[src/rtl/tpu_ctrl_pkg.sv]
// tpu_ctrl_pkg: shared widths, command/ack bit indices, state encoding and helpers
package tpu_ctrl_pkg;
  localparam int BLK_DIM    = 4;
  localparam int TIMEOUT    = 64;
  localparam int TMO_W      = 7;
  localparam int DIM_W      = 4;
  localparam int CMD_FLAG_W = 7;
  localparam int INT_FLAG_W = 7;
  localparam int LOC_CNT_W  = 3;
  localparam int GLB_CNT_W  = 3;
  localparam int STATE_W    = 4;
  localparam int CMD_WAIT   = 0;
  localparam int CMD_BLK_A  = 1;
  localparam int CMD_BLK_B  = 2;
  localparam int CMD_READ_A = 3;
  localparam int CMD_READ_B = 4;
  localparam int CMD_FEED   = 5;
  localparam int CMD_WRIT   = 6;
  localparam int INT_WAIT   = 0;
  localparam int INT_BLK_A  = 1;
  localparam int INT_BLK_B  = 2;
  localparam int INT_READ_A = 3;
  localparam int INT_READ_B = 4;
  localparam int INT_FEED   = 5;
  localparam int INT_WRIT   = 6;

  typedef enum logic [STATE_W-1:0] {
    S_IDLE, S_WAIT, S_BLK_A, S_BLK_B, S_READ_A, S_READ_B, S_FEED, S_WRIT, S_DONE
  } state_t;

  // number of BLK_DIM tiles needed to cover a dimension
  function automatic logic [GLB_CNT_W-1:0] blk_cnt(input logic [DIM_W-1:0] d);
    logic [DIM_W:0] s;
    s = {1'b0, d} + (DIM_W+1)'(BLK_DIM - 1);
    return GLB_CNT_W'(s >> $clog2(BLK_DIM));
  endfunction

  // one-hot command presented to dp while in a state
  function automatic logic [CMD_FLAG_W-1:0] cmd_of(input state_t s);
    logic [CMD_FLAG_W-1:0] c;
    c = '0;
    case (s)
      S_WAIT:   c[CMD_WAIT]   = 1'b1;
      S_BLK_A:  c[CMD_BLK_A]  = 1'b1;
      S_BLK_B:  c[CMD_BLK_B]  = 1'b1;
      S_READ_A: c[CMD_READ_A] = 1'b1;
      S_READ_B: c[CMD_READ_B] = 1'b1;
      S_FEED:   c[CMD_FEED]   = 1'b1;
      S_WRIT:   c[CMD_WRIT]   = 1'b1;
      default:  c = '0;
    endcase
    return c;
  endfunction

  // dp completion flag that acknowledges a state
  function automatic logic [INT_FLAG_W-1:0] ack_of(input state_t s);
    logic [INT_FLAG_W-1:0] f;
    f = '0;
    case (s)
      S_WAIT:   f[INT_WAIT]   = 1'b1;
      S_BLK_A:  f[INT_BLK_A]  = 1'b1;
      S_BLK_B:  f[INT_BLK_B]  = 1'b1;
      S_READ_A: f[INT_READ_A] = 1'b1;
      S_READ_B: f[INT_READ_B] = 1'b1;
      S_FEED:   f[INT_FEED]   = 1'b1;
      S_WRIT:   f[INT_WRIT]   = 1'b1;
      default:  f = '0;
    endcase
    return f;
  endfunction
endpackage

[src/rtl/tpu_ctrl_wdog.sv]
// ctrl_wdog: per-state watchdog, expires after TIMEOUT cycles without a clear
module ctrl_wdog #(
  parameter int TMO_W   = 7,
  parameter int TIMEOUT = 64
) (
  input  logic i_clk,
  input  logic i_rst_n,
  input  logic i_clr,
  input  logic i_en,
  output logic o_expired
);
  logic [TMO_W-1:0] r_cnt;

  // counts cycles spent in the current state; any state change restarts it
  always_ff @(posedge i_clk or negedge i_rst_n)
    if (!i_rst_n) r_cnt <= '0;
    else if (i_clr) r_cnt <= '0;
    else if (i_en) r_cnt <= r_cnt + TMO_W'(1);

  assign o_expired = i_en && (r_cnt == TMO_W'(TIMEOUT - 1));
endmodule

[src/rtl/tpu_ctrl.sv]
// tpu_ctrl: tile sequencer walking C = A x B in 4x4 tiles and commanding dp
module tpu_ctrl
  import tpu_ctrl_pkg::*;
(
  input  logic                  i_clk,
  input  logic                  i_rst_n,
  input  logic                  i_start,
  input  logic [DIM_W-1:0]      i_m,
  input  logic [DIM_W-1:0]      i_n,
  input  logic [DIM_W-1:0]      i_k,
  input  logic [INT_FLAG_W-1:0] i_int_flags,
  output logic [CMD_FLAG_W-1:0] o_cmd_flags,
  output logic                  o_cnt_rst,
  output logic [LOC_CNT_W-1:0]  o_blk_local_idx,
  output logic [GLB_CNT_W-1:0]  o_a_blk_idx,
  output logic [GLB_CNT_W-1:0]  o_b_blk_idx,
  output logic                  o_busy,
  output logic                  o_done,
  output logic                  o_err
);
  state_t                r_state, w_nxt;
  logic                  r_first;
  logic [GLB_CNT_W-1:0]  r_mb, r_nb, r_kb;
  logic [GLB_CNT_W-1:0]  r_a, r_b;
  logic [LOC_CNT_W-1:0]  r_loc;
  logic [CMD_FLAG_W-1:0] r_cmd;
  logic                  r_busy, r_done, r_err;
  logic                  w_ack, w_tmo, w_take, w_zero, w_expired;

  ctrl_wdog #(.TMO_W(TMO_W), .TIMEOUT(TIMEOUT)) u_wdog (
    .i_clk     (i_clk),
    .i_rst_n   (i_rst_n),
    .i_clr     (w_take),
    .i_en      (r_state != S_IDLE),
    .o_expired (w_expired)
  );

  // a flag seen in the first cycle of a state may be left over from the previous command
  assign w_ack  = !r_first && |(i_int_flags & ack_of(r_state));
  assign w_tmo  = w_expired && !w_ack;
  assign w_zero = (r_mb == '0) || (r_nb == '0) || (r_kb == '0);
  assign w_take = w_nxt != r_state;

  // next state from the current state, its ack and the tile counters
  always_comb begin
    w_nxt = r_state;
    case (r_state)
      S_IDLE:            w_nxt = i_start ? S_WAIT : S_IDLE;
      S_WAIT:            if (w_ack) w_nxt = w_zero ? S_DONE : S_BLK_A;
      S_BLK_A, S_BLK_B:  if (w_ack) w_nxt = S_READ_A;
      S_READ_A:          if (w_ack) w_nxt = S_READ_B;
      S_READ_B:          if (w_ack) w_nxt = S_FEED;
      S_FEED:            if (w_ack) w_nxt = (GLB_CNT_W'(r_loc) < r_kb) ? S_READ_A : S_WRIT;
      S_WRIT:            if (w_ack) w_nxt = (r_b + GLB_CNT_W'(1) < r_nb) ? S_BLK_B :
                                            (r_a + GLB_CNT_W'(1) < r_mb) ? S_BLK_A : S_DONE;
      S_DONE:            w_nxt = S_IDLE;
      default:           w_nxt = S_IDLE;
    endcase
    if (w_tmo) w_nxt = S_IDLE;
  end

  // state, registered outputs and tile indices all move on the same edge
  always_ff @(posedge i_clk or negedge i_rst_n) begin
    if (!i_rst_n) begin
      r_state <= S_IDLE;
      r_first <= 1'b0;
      r_cmd   <= '0;
      r_busy  <= 1'b0;
      r_done  <= 1'b0;
      r_err   <= 1'b0;
      r_mb    <= '0;
      r_nb    <= '0;
      r_kb    <= '0;
      r_a     <= '0;
      r_b     <= '0;
      r_loc   <= '0;
    end else begin
      r_state <= w_nxt;
      r_first <= w_take;
      r_cmd   <= cmd_of(w_nxt);
      r_busy  <= w_nxt != S_IDLE;
      r_done  <= w_nxt == S_DONE;
      if (r_state == S_IDLE && i_start) begin
        r_mb  <= blk_cnt(i_m);
        r_nb  <= blk_cnt(i_n);
        r_kb  <= blk_cnt(i_k);
        r_err <= 1'b0;
      end
      if (w_tmo) r_err <= 1'b1;
      if (r_state == S_WAIT && w_nxt == S_BLK_A) begin
        r_a   <= '0;
        r_b   <= '0;
        r_loc <= '0;
      end
      if (r_state == S_READ_A && w_nxt == S_READ_B) r_loc <= r_loc + LOC_CNT_W'(1);
      if (r_state == S_WRIT && w_nxt == S_BLK_B) begin
        r_b   <= r_b + GLB_CNT_W'(1);
        r_loc <= '0;
      end
      if (r_state == S_WRIT && w_nxt == S_BLK_A) begin
        r_a   <= r_a + GLB_CNT_W'(1);
        r_b   <= '0;
        r_loc <= '0;
      end
    end
  end

  assign o_cmd_flags     = r_cmd;
  assign o_cnt_rst       = w_take;
  assign o_blk_local_idx = r_loc;
  assign o_a_blk_idx     = r_a;
  assign o_b_blk_idx     = r_b;
  assign o_busy          = r_busy;
  assign o_done          = r_done;
  assign o_err           = r_err;
endmodule
[config.mk]
export PLATFORM = sky130hd
export DESIGN_NAME = tpu_ctrl
export DESIGN_NICKNAME = d
export VERILOG_FILES = /design/src/rtl/tpu_ctrl_pkg.sv /design/src/rtl/tpu_ctrl_wdog.sv /design/src/rtl/tpu_ctrl.sv
export SDC_FILE = /design/constraint.sdc
export NUM_CORES = 1
export LEC_CHECK = 0
export CAP_MARGIN = 20
export CELL_PAD_IN_SITES_DETAIL_PLACEMENT = 1
export CELL_PAD_IN_SITES_GLOBAL_PLACEMENT = 2
export CORE_MARGIN = 3
export CORE_UTILIZATION = 30
export CTS_BUF_LIST = sky130_fd_sc_hd__clkbuf_8
export DETAILED_ROUTE_END_ITERATION = 10
export PLACE_DENSITY_LB_ADDON = 0.1
export SYNTH_ARGS = -nofsm -noshare
export SYNTH_HDL_FRONTEND = slang
export SYNTH_SLANG_ARGS = --single-unit
[constraint.sdc]
create_clock -name i_clk -period 2.9 [get_ports i_clk]
set_clock_uncertainty 0.15 [all_clocks]
set_input_delay 0.435 -clock i_clk [delete_from_list [all_inputs] [get_ports i_clk]]
set_output_delay 0.435 -clock i_clk [all_outputs]
set_load 0.01 [all_outputs]
==> results.json <==
{
  "outcome": "finished, violations left",
  "violations": "setup timing",
  "final.min_clock_period_ns": 3.43,
  "normalized_max_slew_margin_pct": 38.6,
  "syn_inst": 246,
  "reg2reg_from": "o_b_blk_idx[0]$_DFFE_PN0P_",
  "startpoint_type": "register",
  "fmax_mhz": 292,
  "yosys.cell_count.top_type": "sky130_fd_sc_hd__dfrtp_1",
  "finalSetupViolCount": 2,
  "setup_ws_ns": -0.530,
  "hold_class": "input port to async pin",
  "worst-r2r-cell-count": 12,
  "ys_warn_count": 0,
  "worstPathRequired_ns": 2.32,
  "drt-vias-per-instance": 5.02,
  "crit_path_max_fanout": 2,
  "power.density_cell_area_mw_per_mm2": 1150,
  "layout.nets": 394,
  "critical_path.n_buffers_inverters": 1,
  "area_delta_synth_final_pct": 55.9,
  "cts.sink_count": 40,
  "cp-startpoint": "o_b_blk_idx[0]$_DFFE_PN0P_",
  "yosysSeqAreaShare_pct": 43.5,
  "global_route_wire_length_before_repair_um": 12400,
  "die-width_um": 93.6,
  "crit_slowest_cell": "sky130_fd_sc_hd__dfrtp_1",
  "cts-root-buf": "sky130_fd_sc_hd__clkbuf_8",
  "diodes": 0,
  "synth_top_cell_by_area": "sky130_fd_sc_hd__dfrtp_1",
  "synth_common_cells": "sky130_fd_sc_hd__dfrtp_1 (40), sky130_fd_sc_hd__nand2_1 (24), sky130_fd_sc_hd__nor3_1 (16)",
  "die-area_mm2": 0.00877,
  "final_min_period_over_clock_period_pct": 118,
  "post-synth-top-area-fraction_pct": 43.5,
  "cts_tree": "built",
  "holdBufCountCts": 0,
  "wire_per_inst_um": 16.1,
  "synth_cell_type_count": 55,
  "critPathArrivalTime_ns": 2.84,
  "finalSetupTns_ns": -0.551,
  "final_layout_size_suffix_gt1_share_pct": 32.5,
  "final_layout_fill_cell_count": 856,
  "final_cell_area_mm2": 0.00359,
  "grt_start_max_net_pins": 41,
  "post-route-drc-count": 0,
  "cts_max_level": 2,
  "total_via_count_in_the_routed_design": 2320,
  "buffer_ports.inserted": 41,
  "crit-reg2reg-capture": "o_busy$_DFF_PN0_",
  "mappedNetlistNets": 278,
  "synth_area_mm2": 0.00230,
  "synth.area.top_cells": "sky130_fd_sc_hd__dfrtp_1 (43%), sky130_fd_sc_hd__ha_1 (5.4%), sky130_fd_sc_hd__nand2_1 (3.9%), sky130_fd_sc_hd__nor3_1 (3.5%), sky130_fd_sc_hd__xor2_1 (2.7%)",
  "clock_path_buffers": 2,
  "setup.worst_path.class": "register to output port",
  "synth-main-ff-cell": "sky130_fd_sc_hd__dfrtp_1",
  "wirelength_um": 7440,
  "clk-insertion-delay-late_ns": 0.30,
  "core_mm2": 0.00737,
  "globalplace.congestion": 0.821,
  "first_iter_violations": 89,
  "cp-end-kind": "output port",
  "rsz0062_at_grt": "true",
  "clk_pin_slew_ns": 0.09,
  "timing_max_transition_violations_final": 0,
  "synth_edf_count": 0,
  "die_y_um": 93.6,
  "post_dp_cell_area_mm2": 0.00331,
  "synth.ff_latch_count": 40,
  "number_of_i_o_pins": 42,
  "worst-r2r-setup-slack_ns": -0.02,
  "ys_async_sr_fraction_pct": 100,
  "max-cap-violations": 0,
  "crit_family": "compound AO/OA/AOI/OAI gates",
  "grt.overflow.total": 0,
  "drt_first_pass_iters": 4,
  "grt_util_all_layers_pct": 17.9,
  "initial_core_util_pct": 31.3,
  "worst_path_largest_cell_delay_ns": 0.39,
  "critical_path.cell_chain": "ha_2 > xor2_1 > ha_1 > a21o_1 > a31oi_1 > a311oi_1 > a221o_1 > a21oi_4 > xor2_2 > or2_1 > buf_2",
  "final_antenna_net_count": 0,
  "dp_hpwl_um": 5560,
  "grt_pass1_vias": 2476,
  "floorplan.rows": 31,
  "worst_ir_drop_vdd_v": 0.000478,
  "cts-buffers-inserted": 5,
  "avgSynthCellArea_um2": 9.36,
  "finalHoldViolations": 0,
  "timing_worst_slew_pin_value_ns": 0.921,
  "leakagePower_nw": 1.63,
  "antenna_found_initial": 0
}
-- metal layers --
layer	vias up	share of wire, %	track usage, %
met5	-	0	0
met4	0	0.85	3.97
met3	7	2.7	2.57
met2	37	49	30.3
met1	1146	47	24.4
li1	1130	-	-
-- logic make-up after synthesis --
group / Yosys count / synth area share (%)
fa+ha+maj: 10 / 5.43
mux: 3 / 1.30
buf+inv: 22 / 3.64
compound gates: 54 / 17.7
simple gates: 106 / 24.3
flops: 40 / 43.5
xor+xnor: 11 / 4.18
-- how the worst max path moves through the flow --
stage | to | cells after the start
floorplan | o_cnt_rst | 10
global placement | o_cnt_rst | 10
detailed placement | o_cnt_rst | 10
CTS | o_cnt_rst | 11
global route | o_cnt_rst | 11
finish | o_cnt_rst | 11
-- cell usage in the layout (no fill, tap or decap), drive strengths merged, types with 3 or more instances in the layout --
| master | instances |
|---|---|
| and2 | 3 |
| buf | 78 |
| xnor2 | 4 |
| nand3 | 9 |
| nand4 | 4 |
| nand3b | 3 |
| xor2 | 7 |
| clkbuf | 5 |
| ha | 10 |
| and3 | 3 |
| o21ai | 12 |
| dfrtp | 40 |
| or4 | 3 |
| o41ai | 4 |
| o31ai | 3 |
| a21oi | 10 |
| mux2i | 3 |
| nor2 | 15 |
| or3 | 5 |
| inv | 14 |
| or2 | 4 |
| nor4 | 4 |
| nor3 | 16 |
| nand2 | 24 |
| clkdlybuf4s50 | 39 |
| nand2b | 4 |
-- what timing repair did --
action	4_1_cts	5_1_grt
setup buffers	9	3
endpoints found under the setup margin	5	22
pin swaps	10	17
hold endpoints to repair	0	0
gates resized for setup	8	21
-- power breakdown --
part	internal, mW	total [mW]	switching (mW)
Clock	0.171	0.394	0.223
Sequential	0.739	0.849	0.110
Combinational	1.45	2.89	1.44
-- flip-flops by register name, indices dropped and copies added, names as in the netlist --
name,flops
o_cmd_flags,7
o_b_blk_idx,3
o_busy,1
u_wdog.r_cnt,7
o_done,1
r_state,4
r_nb,3
o_err,1
r_first,1
r_kb,3
r_mb,3
o_a_blk_idx,3
o_blk_local_idx,3
-- stage by stage --
stage | std cells | power, mW | utilization (%) | hold WS [ns] | setup WS, ns
after floorplan | 246 | 2.08 | - | -0.0106 | -0.250
after global placement | 444 | 3.32 | 45.0 | 0.340 | -0.648
after detailed placement | 444 | 3.37 | 45.0 | 0.339 | -0.796
after CTS | 460 | 3.96 | 47.2 | 0.164 | -0.567
after global routing | 462 | 4.47 | 48.7 | 0.190 | -0.650
final | 462 | 4.14 | 48.7 | 0.120 | -0.530
-- worst reg2reg max path, delay by kind of cell, from the launching register on --
family / cells / cell delay [ns]
AOI/OAI and AO/OA: 5 / 0.81
adders and majority gates: 2 / 0.49
buffers and inverters: 3 / 0.40
DFF: 1 / 0.39
and+or+nand+nor: 1 / 0.39
xor gates and xnor gates: 1 / 0.16
-- layout make-up --
class | instances | area (µm²) | share of cell area, %
clock buffer | 5 | 68.8 | 1.92
clock inverter | 3 | 23.8 | 0.662
inverter | 14 | 52.6 | 1.46
multi-input combinational | 184 | 1350 | 37.5
sequential | 40 | 1000 | 27.9
tap | 99 | 124 | 3.45
timing repair buffer | 117 | 975 | 27.1
Power figures use the tool's default switching activity.
